==> src/rtl/eth_tx_framer_if.sv <==
// eth_tx_framer client/stream bundle.
// master = framer side, slave = clients plus downstream MAC.
interface eth_tx_framer_if #(
  parameter int NUM_CH = 2
);
  localparam int CW = (NUM_CH > 1) ? $clog2(NUM_CH) : 1;

  logic [NUM_CH-1:0]    REQ_VLD;
  logic [NUM_CH*48-1:0] REQ_DST_MAC;
  logic [NUM_CH*16-1:0] REQ_ETHERTYPE;
  logic [NUM_CH-1:0]    REQ_DONE;
  logic [NUM_CH-1:0]    CH_EN;
  logic [NUM_CH*8-1:0]  CH_DATA;
  logic [NUM_CH-1:0]    CH_LAST;
  logic [7:0]           OUT_DATA;
  logic                 OUT_DATA_VLD;
  logic                 OUT_LAST;
  logic [CW-1:0]        OUT_CH;
  logic                 OUT_TRUNC;

  modport master (
    input  REQ_VLD,
    input  REQ_DST_MAC,
    input  REQ_ETHERTYPE,
    input  CH_DATA,
    input  CH_LAST,
    output REQ_DONE,
    output CH_EN,
    output OUT_DATA,
    output OUT_DATA_VLD,
    output OUT_LAST,
    output OUT_CH,
    output OUT_TRUNC
  );

  modport slave (
    output REQ_VLD,
    output REQ_DST_MAC,
    output REQ_ETHERTYPE,
    output CH_DATA,
    output CH_LAST,
    input  REQ_DONE,
    input  CH_EN,
    input  OUT_DATA,
    input  OUT_DATA_VLD,
    input  OUT_LAST,
    input  OUT_CH,
    input  OUT_TRUNC
  );
endinterface

==> src/rtl/eth_tx_framer.sv <==
// Multi-channel Ethernet TX framer.
// Round-robin grant, header insert, payload pad/truncate.
module eth_tx_framer #(
  parameter logic [47:0] SRC_MAC     = 48'h000A35000001,
  parameter int          NUM_CH      = 2,
  parameter int          MIN_PAYLOAD = 46,
  parameter int          MAX_PAYLOAD = 1500,
  parameter bit          VLAN_EN     = 1'b0,
  parameter logic [15:0] VLAN_TCI    = 16'h0000
) (
  input logic            CLK,
  input logic            RST,
  eth_tx_framer_if.master bus
);
  localparam int CW = (NUM_CH > 1) ? $clog2(NUM_CH) : 1;
  localparam int HL = VLAN_EN ? 18 : 14;
  localparam int HW = HL * 8;

  typedef enum logic [2:0] {
    IDLE,
    HDR,
    PAYLOAD,
    PAD,
    DONE
  } state_t;

  state_t        state;
  logic [CW-1:0] ptr;
  logic [CW-1:0] gch;
  logic [HW-1:0] hdr_sr;
  logic [4:0]    hcnt;
  logic [10:0]   pcnt;
  logic [10:0]   pcnt_nx;

  logic              any_req;
  logic [CW-1:0]     pick;
  logic [47:0]       dst_sel;
  logic [15:0]       et_sel;
  logic [HW-1:0]     hdr_init;
  logic [7:0]        dat_g;
  logic              last_g;
  logic [NUM_CH-1:0] gsel;

  function automatic logic [CW-1:0] rr_idx(
    input logic [CW-1:0] base,
    input int            off
  );
    int s;
    s = int'(base) + off;
    if (s >= NUM_CH) s = s - NUM_CH;
    return CW'(s);
  endfunction

  assign pcnt_nx = pcnt + 11'd1;

  // first requester at or after the pointer, wrapping
  always_comb begin
    any_req = 1'b0;
    pick    = ptr;
    for (int i = NUM_CH - 1; i >= 0; i--) begin
      if (bus.REQ_VLD[rr_idx(ptr, i)]) begin
        any_req = 1'b1;
        pick    = rr_idx(ptr, i);
      end
    end
  end

  // channel muxes: header fields of the pick, payload of the grant
  always_comb begin
    dst_sel = '0;
    et_sel  = '0;
    dat_g   = 8'h00;
    last_g  = 1'b0;
    for (int i = 0; i < NUM_CH; i++) begin
      if (pick == CW'(i)) begin
        dst_sel = bus.REQ_DST_MAC[i*48 +: 48];
        et_sel  = bus.REQ_ETHERTYPE[i*16 +: 16];
      end
      if (gch == CW'(i)) begin
        dat_g  = bus.CH_DATA[i*8 +: 8];
        last_g = bus.CH_LAST[i];
      end
    end
  end

  // one-hot of the granted channel for CH_EN / REQ_DONE
  always_comb begin
    gsel      = '0;
    gsel[gch] = 1'b1;
  end

  if (VLAN_EN) begin : g_vlan
    assign hdr_init = {dst_sel, SRC_MAC, 8'h81, 8'h00, VLAN_TCI, et_sel};
  end else begin : g_plain
    assign hdr_init = {dst_sel, SRC_MAC, et_sel};
  end

  // framer FSM; header is latched whole at grant and shifted out
  always_ff @(posedge CLK) begin
    if (RST) begin
      state            <= IDLE;
      ptr              <= '0;
      gch              <= '0;
      hdr_sr           <= '0;
      hcnt             <= '0;
      pcnt             <= '0;
      bus.OUT_DATA     <= 8'h00;
      bus.OUT_DATA_VLD <= 1'b0;
      bus.OUT_LAST     <= 1'b0;
      bus.OUT_CH       <= '0;
      bus.OUT_TRUNC    <= 1'b0;
      bus.CH_EN        <= '0;
      bus.REQ_DONE     <= '0;
    end else begin
      bus.CH_EN     <= '0;
      bus.REQ_DONE  <= '0;
      bus.OUT_LAST  <= 1'b0;
      bus.OUT_TRUNC <= 1'b0;
      unique case (state)
        IDLE: begin
          bus.OUT_DATA_VLD <= 1'b0;
          bus.OUT_DATA     <= 8'h00;
          if (any_req) begin
            gch        <= pick;
            bus.OUT_CH <= pick;
            hdr_sr     <= hdr_init;
            hcnt       <= '0;
            state      <= HDR;
          end
        end
        HDR: begin
          bus.OUT_DATA_VLD <= 1'b1;
          bus.OUT_DATA     <= hdr_sr[HW-1 -: 8];
          hdr_sr           <= hdr_sr << 8;
          hcnt             <= hcnt + 5'd1;
          if (hcnt == 5'(HL - 2)) begin
            bus.CH_EN <= gsel;
          end
          if (hcnt == 5'(HL - 1)) begin
            pcnt  <= '0;
            state <= PAYLOAD;
          end
        end
        PAYLOAD: begin
          bus.OUT_DATA <= dat_g;
          pcnt         <= pcnt_nx;
          if (last_g) begin
            if (pcnt_nx >= 11'(MIN_PAYLOAD)) begin
              bus.OUT_LAST <= 1'b1;
              state        <= DONE;
            end else begin
              state <= PAD;
            end
          end else if (pcnt_nx == 11'(MAX_PAYLOAD)) begin
            bus.OUT_LAST  <= 1'b1;
            bus.OUT_TRUNC <= 1'b1;
            state         <= DONE;
          end
        end
        PAD: begin
          bus.OUT_DATA <= 8'h00;
          pcnt         <= pcnt_nx;
          if (pcnt_nx >= 11'(MIN_PAYLOAD)) begin
            bus.OUT_LAST <= 1'b1;
            state        <= DONE;
          end
        end
        DONE: begin
          bus.OUT_DATA_VLD <= 1'b0;
          bus.OUT_DATA     <= 8'h00;
          bus.REQ_DONE     <= gsel;
          ptr              <= rr_idx(gch, 1);
          state            <= IDLE;
        end
        default: state <= IDLE;
      endcase
    end
  end
endmodule

==> src/flat_wrapper.sv <==
// flat-port wrapper written by rule: the top's interface ports become plain ports
module eth_tx_framer_flat 
#(
  parameter logic [47:0] SRC_MAC     = 48'h000A35000001,
  parameter int          NUM_CH      = 2,
  parameter int          MIN_PAYLOAD = 46,
  parameter int          MAX_PAYLOAD = 1500,
  parameter bit          VLAN_EN     = 1'b0,
  parameter logic [15:0] VLAN_TCI    = 16'h0000
)
  (CLK, RST, bus_REQ_VLD, bus_REQ_DST_MAC, bus_REQ_ETHERTYPE, bus_CH_DATA, bus_CH_LAST, bus_REQ_DONE, bus_CH_EN, bus_OUT_DATA, bus_OUT_DATA_VLD, bus_OUT_LAST, bus_OUT_CH, bus_OUT_TRUNC);
  eth_tx_framer_if #(.NUM_CH(NUM_CH)) bus_i ();
  input logic CLK;
  input logic RST;
  input wire logic [$bits(bus_i.REQ_VLD)-1:0] bus_REQ_VLD;
  input wire logic [$bits(bus_i.REQ_DST_MAC)-1:0] bus_REQ_DST_MAC;
  input wire logic [$bits(bus_i.REQ_ETHERTYPE)-1:0] bus_REQ_ETHERTYPE;
  input wire logic [$bits(bus_i.CH_DATA)-1:0] bus_CH_DATA;
  input wire logic [$bits(bus_i.CH_LAST)-1:0] bus_CH_LAST;
  output wire logic [$bits(bus_i.REQ_DONE)-1:0] bus_REQ_DONE;
  output wire logic [$bits(bus_i.CH_EN)-1:0] bus_CH_EN;
  output wire logic [$bits(bus_i.OUT_DATA)-1:0] bus_OUT_DATA;
  output wire logic [$bits(bus_i.OUT_DATA_VLD)-1:0] bus_OUT_DATA_VLD;
  output wire logic [$bits(bus_i.OUT_LAST)-1:0] bus_OUT_LAST;
  output wire logic [$bits(bus_i.OUT_CH)-1:0] bus_OUT_CH;
  output wire logic [$bits(bus_i.OUT_TRUNC)-1:0] bus_OUT_TRUNC;
  assign bus_i.REQ_VLD = bus_REQ_VLD;
  assign bus_i.REQ_DST_MAC = bus_REQ_DST_MAC;
  assign bus_i.REQ_ETHERTYPE = bus_REQ_ETHERTYPE;
  assign bus_i.CH_DATA = bus_CH_DATA;
  assign bus_i.CH_LAST = bus_CH_LAST;
  assign bus_REQ_DONE = bus_i.REQ_DONE;
  assign bus_CH_EN = bus_i.CH_EN;
  assign bus_OUT_DATA = bus_i.OUT_DATA;
  assign bus_OUT_DATA_VLD = bus_i.OUT_DATA_VLD;
  assign bus_OUT_LAST = bus_i.OUT_LAST;
  assign bus_OUT_CH = bus_i.OUT_CH;
  assign bus_OUT_TRUNC = bus_i.OUT_TRUNC;
  eth_tx_framer #(.SRC_MAC(SRC_MAC), .NUM_CH(NUM_CH), .MIN_PAYLOAD(MIN_PAYLOAD), .MAX_PAYLOAD(MAX_PAYLOAD), .VLAN_EN(VLAN_EN), .VLAN_TCI(VLAN_TCI)) u_core (.CLK(CLK), .RST(RST), .bus(bus_i));
endmodule
==> config.mk <==
export PLATFORM = sky130hd
export DESIGN_NAME = eth_tx_framer_flat
export DESIGN_NICKNAME = d
export VERILOG_FILES = /design/src/rtl/eth_tx_framer_if.sv /design/src/rtl/eth_tx_framer.sv /design/src/flat_wrapper.sv
export SDC_FILE = /design/constraint.sdc
export NUM_CORES = 1
export LEC_CHECK = 0
export CAP_MARGIN = 0
export CORE_AREA = 8 8 118 120
export DETAILED_ROUTE_END_ITERATION = 8
export DIE_AREA = 0 0 126 128
export DONT_BUFFER_PORTS = 1
export MAX_ROUTING_LAYER = met4
export PLACE_DENSITY = 0.75
export SLEW_MARGIN = 10
export SYNTH_ARGS = -nofsm -noshare
export SYNTH_HDL_FRONTEND = slang
export SYNTH_SLANG_ARGS = --single-unit
==> constraint.sdc <==
create_clock -name CLK -period 1.9 [get_ports CLK]
set_input_delay 0.38 -clock CLK [delete_from_list [all_inputs] [get_ports CLK]]
set_output_delay 0.38 -clock CLK [all_outputs]
set_load 0.03 [all_outputs]
## After elaboration in Yosys (flattened, before gate mapping)

Cells that the tools add are included.

| word-level totals | value |
|---|---|
| flip-flop bits (word level) | 148 |
| latch bits | 0 |
| bits in writable memories | 0 |
| memory bits (read-only) | 0 |
| input port bits | 150 |
| output and inout port bits | 16 |
| word-level logic and storage cells | 94 |
| memories kept | 0 |

| operators by class | value |
|---|---|
| add/sub/neg operators | 7 |
| multiply operators | 0 |
| divide/modulo/power cells | 0 |
| magnitude comparators | 8 |
| eq/ne operators | 11 |
| shift operators | 0 |
| multiplexer cells | 36 |
| bitwise operators | 4 |
| reductions and logical operators | 16 |

Operators with widths:

| operator | number |
|---|---|
| one-hot mux 112 bit (2 select lines) | 1 |
| 2-to-1 mux 112 bit | 1 |
| 2-to-1 mux 48 bit | 1 |
| one-hot mux 8 bit (3 select lines) | 1 |
| one-hot mux 11 bit (2 select lines) | 1 |
| 2-to-1 mux 3 bit | 6 |
| 2-to-1 mux 1 bit | 16 |
| 2-to-1 mux 16 bit | 1 |
| one-hot mux 3 bit (4 select lines) | 1 |
| adder 11 x 1 -> 11 bit, second input constant | 1 |
| equality test 11 bit, second input constant | 1 |
| >= comparator 11 x 6 -> 1 bit, second input constant | 1 |
| 2-to-1 mux 11 bit | 1 |
| equality test 5 x 4 -> 1 bit, second input constant | 2 |
| one-hot mux 5 bit (2 select lines) | 1 |
| OR reduction 3 bit | 3 |
| 2-to-1 mux 8 bit | 1 |
| equality test 3 x 2 -> 1 bit, second input constant | 2 |
| < comparator 1 x 2 -> 1 bit, second input constant | 3 |
| inequality test 2 x 1 -> 1 bit, second input constant | 3 |
| AND reduction 2 bit | 3 |
| nonzero test 2 bit | 3 |
| OR reduction 2 bit | 3 |
| adder 5 x 1 -> 5 bit, second input constant | 1 |
| other kinds (16) | 24 |

## Depth between registers and ports, before layout

| logic depth | value |
|---|---|
| depth in word-level cells | 10 |
| depth in mapped cells | 8 |
| depth with buffers taken out | 7 |

## Worst setup path before layout

OpenSTA, ideal clock, no wires.

| path | value |
|---|---|
| kind | register to register |
| start point | register u_core.pcnt[0] |
| end point | register u_core.state[1] |
| library setup time | 123 ps |
| data arrival time | 1871 ps |
| required time | 1777 ps |
| path slack | -94 ps |
| stages on the path, launching flop included | 9 |
| path buffers | 1 |
| period minus slack after synthesis | 1994 ps |
| cell sequence | dfxtp_1 ha_1 clkbuf_8 nand4_1 o311a_1 o22ai_1 o211ai_2 o211ai_1 mux2_1 |

| on the way | value |
|---|---|
| longest elaborated chain between the ends | 5 |
| elaborated cells between the ends (all ways) | 9 |
| those cells by class | add/sub: 1; order compare: 1; eq/ne: 3; mux: 3; reduce/logical: 1 |

RTL lines:

| what | line | RTL |
|---|---|---|
| start, declared | eth_tx_framer.sv:32 | `logic [10:0] pcnt;` |
| start signal, assigned | eth_tx_framer.sv:146 | `pcnt <= pcnt_nx;` |
| start signal, assigned | eth_tx_framer.sv:162 | `pcnt <= pcnt_nx;` |
| adder 11 x 1 -> 11 bit * | eth_tx_framer.sv:54 | `assign pcnt_nx = pcnt + 11'd1;` |
| >= comparator 11 x 6 -> 1 bit | eth_tx_framer.sv:148, eth_tx_framer.sv:163 |  |
| 2-to-1 mux 3 bit | eth_tx_framer.sv:148 | `if (pcnt_nx >= 11'(MIN_PAYLOAD)) begin` |
| 2-to-1 mux 3 bit | eth_tx_framer.sv:147 | `if (last_g) begin` |
| one-hot mux 3 bit (4 select lines) | eth_tx_framer.sv:119 | `unique case (state)` |
| end signal, assigned | eth_tx_framer.sv:150 | `state <= DONE;` |
| end signal, assigned | eth_tx_framer.sv:152 | `state <= PAD;` |
| end signal, assigned | eth_tx_framer.sv:165 | `state <= DONE;` |
| end, declared | eth_tx_framer.sv:27 | `state_t state;` |

Mark *: on every way between the ends. The rest lies on a longest branch, timed or not.
A chain may end at the register's enable or synchronous reset.

## Final worst setup path

| path | value |
|---|---|
| start point | register u_core.pcnt[1] |
| end point | register u_core.state[1] |

Same word-level chain as after synthesis.

==> qor.yml <==
final.setup.worst_slack_ns: -0.0582
num-fill-cells: 1033
detailedPlacementHpwl_mm: 11.7
clock_insertion_delay_at_the_later_pin_of_the_skew_report_ns: 0.41
ant_nets: 0
post_synth_instance_area_um2: 6750
slowest_stage: "sky130_fd_sc_hd__a221o_2"
worstSetupPathType: "reg2reg"
failed_checks: "negative setup slack"
cp-end-kind: "register"
report.final.setup_viol: 1
areaGrowthSynthToFinish_pct: 13.1
placementRows: 41
fin_cells: 893
drt_first_pass_iters: 4
hold_buffers: 0
synth_warnings: 0
synth-main-ff-cell: "sky130_fd_sc_hd__dfxtp_1"
route.final.wire_length_mm: 16.6
vias: 5506
yosys_register_bits: 148
placedCellCount: 862
rsz0062_at_grt: "yes"
share_of_layout_cells_above_drive_strength_1_pct: 14.8
cp-start-kind: "register"
comb_power_share_pct: 30.3
initial_utilization_pct: 55.3
initial_drc_count: 351
wl_per_cell_um: 18.6
irDropWorstVdd_v: 0.000665
nNetsFinal: 887
post-cts-setup-buffer-count: 0
viasPerCell: 6.17
weighted_congestion_reported_at_the_end_of_routability_driven_placement: 0.817
p_per_area_nw_per_um2: 1440
power_switching_share_pct: 35.1
io_buffer_count: 0
holdCritPathClass: "in2reg"
grt_pass1_vias: 5457
fp.dieH_um: 128
grt_start_max_net_pins: 109
netSwitchingPower_mw: 3.86
grt_first_pass_wirelength_mm: 27.0
cts_buffers: 17
seq_power_share_pct: 40.6
timing.final.max_slew_violations: 0
postSynth.asyncResetShare_pct: 0
worst_path_largest_cell_delay_ns: 0.39
clock-skew-final_ns: 0.00667
cts.htree.levels: 4
cp.arrival_ns: 2.25
antennaDiodeCount: 0
syn_nets: 893
run_status: "complete, but fails checks"
ys_seq_area_share_pct: 43.9
crit_path_cell_trace: "inv_2, ha_4, nor3b_2, a221o_2, o211ai_4, o211ai_1, mux2_1"
power_leakage_nw: 2.94
finalCriticalPeriod_ns: 1.96
p_int_mw: 7.15
grt_antenna_before_repair: 0
worst_setup_hold_path_clk_slew_ns: 0.06
cts.sinks: 148
netlist_instances: 737
drt_drc_violations_left: 0
syn-mean-instance-area_um2: 9.16
synth_enable_flop_cells: 0
crit_required_ns: 2.19
grt.overflow.total: 0
grt.total_usage_pct: 20.9
p_clk_share_pct: 29.2
dpl_worst_slack_ns: -0.105
worst_pin_slew_ns: 0.448
placed_cell_area_um2: 7000
design.die.area_um2: 16100
period_share_pct: 103
highest_clock_frequency_the_design_can_meet_mhz: 511
tritoncts: "built"
ioPinCount: 166
timing_hold_violations_final: 0
dieWidth_um: 126
finalInstanceArea_um2: 7640
max_slew_margin_pct: 69.4
placeableCoreArea_um2: 12200
yosys.cell_types.count: 58
max_cap_viols: 0
critical_path.max_fanout: 4
clock_tree.buffer_depth: 2
clock_tree.root_cell: "sky130_fd_sc_hd__clkbuf_16"
## flip-flops by register name (all words and copies together), names as in the netlist
| register | cells |
|---|---|
| u_core.hdr_sr | 112 |
| u_core.pcnt | 11 |
| u_core.bus.OUT_DATA | 8 |
| u_core.hcnt | 5 |
| u_core.state | 3 |
| u_core.bus.CH_EN | 2 |
| u_core.bus.REQ_DONE | 2 |
| u_core.bus.OUT_DATA_VLD | 1 |
| u_core.bus.OUT_LAST | 1 |
| u_core.bus.OUT_TRUNC | 1 |
| u_core.gch | 1 |
| u_core.ptr | 1 |
## placed cells by master, fill, tap and decap left out, types with 9 or more instances in the layout
cell,instances
sky130_fd_sc_hd__mux2i_1,64
sky130_fd_sc_hd__dfxtp_1,144
sky130_fd_sc_hd__a21oi_1,14
sky130_fd_sc_hd__nor2_1,171
sky130_fd_sc_hd__nor3_1,22
sky130_fd_sc_hd__buf_4,35
sky130_fd_sc_hd__a211oi_1,12
sky130_fd_sc_hd__mux2_2,9
sky130_fd_sc_hd__nand2_1,18
sky130_fd_sc_hd__a31oi_1,9
sky130_fd_sc_hd__a2111oi_0,54
sky130_fd_sc_hd__a22o_1,41
sky130_fd_sc_hd__clkbuf_16,17
## power by group through the flow
| stage | sequential [mW] | combinational [mW] | clock, mW |
|---|---|---|---|
| 2_1_floorplan | 4.39 | 2.43 | 0 |
| 3_3_place_gp | 4.50 | 3.20 | 0 |
| 3_5_place_dp | 4.53 | 3.31 | 0 |
| 4_1_cts | 4.47 | 3.34 | 3.27 |
| 5_1_grt | 4.56 | 3.74 | 3.42 |
| 6_report | 4.47 | 3.33 | 3.21 |
## worst max-delay path, delay by kind of cell (launching register included)
family                   cells  cell delay [ns]
AO/OA/AOI/OAI                3             0.72
adder cells (fa/ha/maj)      1             0.23
buffers and inverters        1             0.05
flip-flops                   1             0.37
multiplexers                 1             0.34
AND/OR/NAND/NOR              1             0.15
## path summary, 6_finish.rpt
kind | start | end | slack [ns] | depth (start not counted)
setup / recovery | u_core.pcnt[1]$_SDFFE_PP0P_ | u_core.state[1]$_SDFFE_PP0P_ | -0.06 | 7
hold / removal | RST | u_core.hdr_sr[111]$_SDFFE_PP0P_ | 0.05 | 1
setup reg to reg | u_core.pcnt[1]$_SDFFE_PP0P_ | u_core.state[1]$_SDFFE_PP0P_ | -0.06 | 7
hold reg to reg | u_core.hdr_sr[60]$_SDFFE_PP0P_ | u_core.hdr_sr[60]$_SDFFE_PP0P_ | 0.47 | 1
## stage by stage
step / hold WS [ns] / power (mW) / util, % / TNS (ns)
2_1_floorplan: 0.432 / 6.82 / - / 0
5_1_grt: 0.0201 / 11.7 / 62.5 / -0.204
3_5_place_dp: 0.445 / 7.84 / 57.3 / -0.233
4_1_cts: 0.0231 / 11.1 / 62.2 / -0.0291
6_report: 0.0480 / 11.0 / 62.5 / -0.0582
3_3_place_gp: 0.442 / 7.69 / 57.3 / -0.114
## metal layers
layer  track usage [%]  up-vias  part of all wire [%]
li1                  -     2699                     -
met1              24.6     2638                    44
met2              34.4      156                    50
met3              5.87       13                   5.3
met4              6.02        0                  0.95
met5                 -        -                     0
## synth_stat cells, drive strengths merged, types with 8 or more instances
| cell type | count | area, um2 |
|---|---|---|
| nor2 | 173 | 649 |
| dfxtp | 148 | 2960 |
| mux2i | 64 | 641 |
| a2111oi | 56 | 497 |
| a22o | 41 | 359 |
| clkbuf | 41 | 204 |
| buf | 25 | 160 |
| nor3 | 23 | 115 |
| nand2 | 21 | 78.8 |
| a21oi | 14 | 70.1 |
| a211oi | 12 | 90.1 |
| mux2 | 10 | 113 |
| a31oi | 9 | 56.3 |
| o21ai | 9 | 45.0 |
| a22oi | 8 | 60.1 |
| inv | 8 | 30.0 |
| nand3 | 8 | 40.0 |
| nand4 | 8 | 50.1 |
## timing repair
item	in CTS	in global routing
cloned	0	0
pin swaps	7	2
setup endpoints to repair	4	5
resized for setup	9	11
## area by class of cell
cell class | count | area, um2 | area share, %
clock inverters | 11 | 130 | 1.70
inverters | 8 | 30.0 | 0.393
multi-input cells | 515 | 3490 | 45.7
well taps | 150 | 188 | 2.46
repair buffers | 41 | 383 | 5.01
flip-flops and latches | 148 | 2980 | 39.0
clock buffers | 20 | 437 | 5.72
## logic make-up (layout without fill, tap and decap cells)
kind of cell    Yosys count  after routing  synth area share [%]
compound gates          170            170                  20.3
xor+xnor                  6              6                 0.779
fa+ha+maj                 7              7                  1.26
buf+inv                  74             80                  5.84
flops                   148            148                  43.9
mux                      74             74                  11.2
simple gates            258            258                  16.8
No activity file was read; power rests on OpenSTA's default activity.
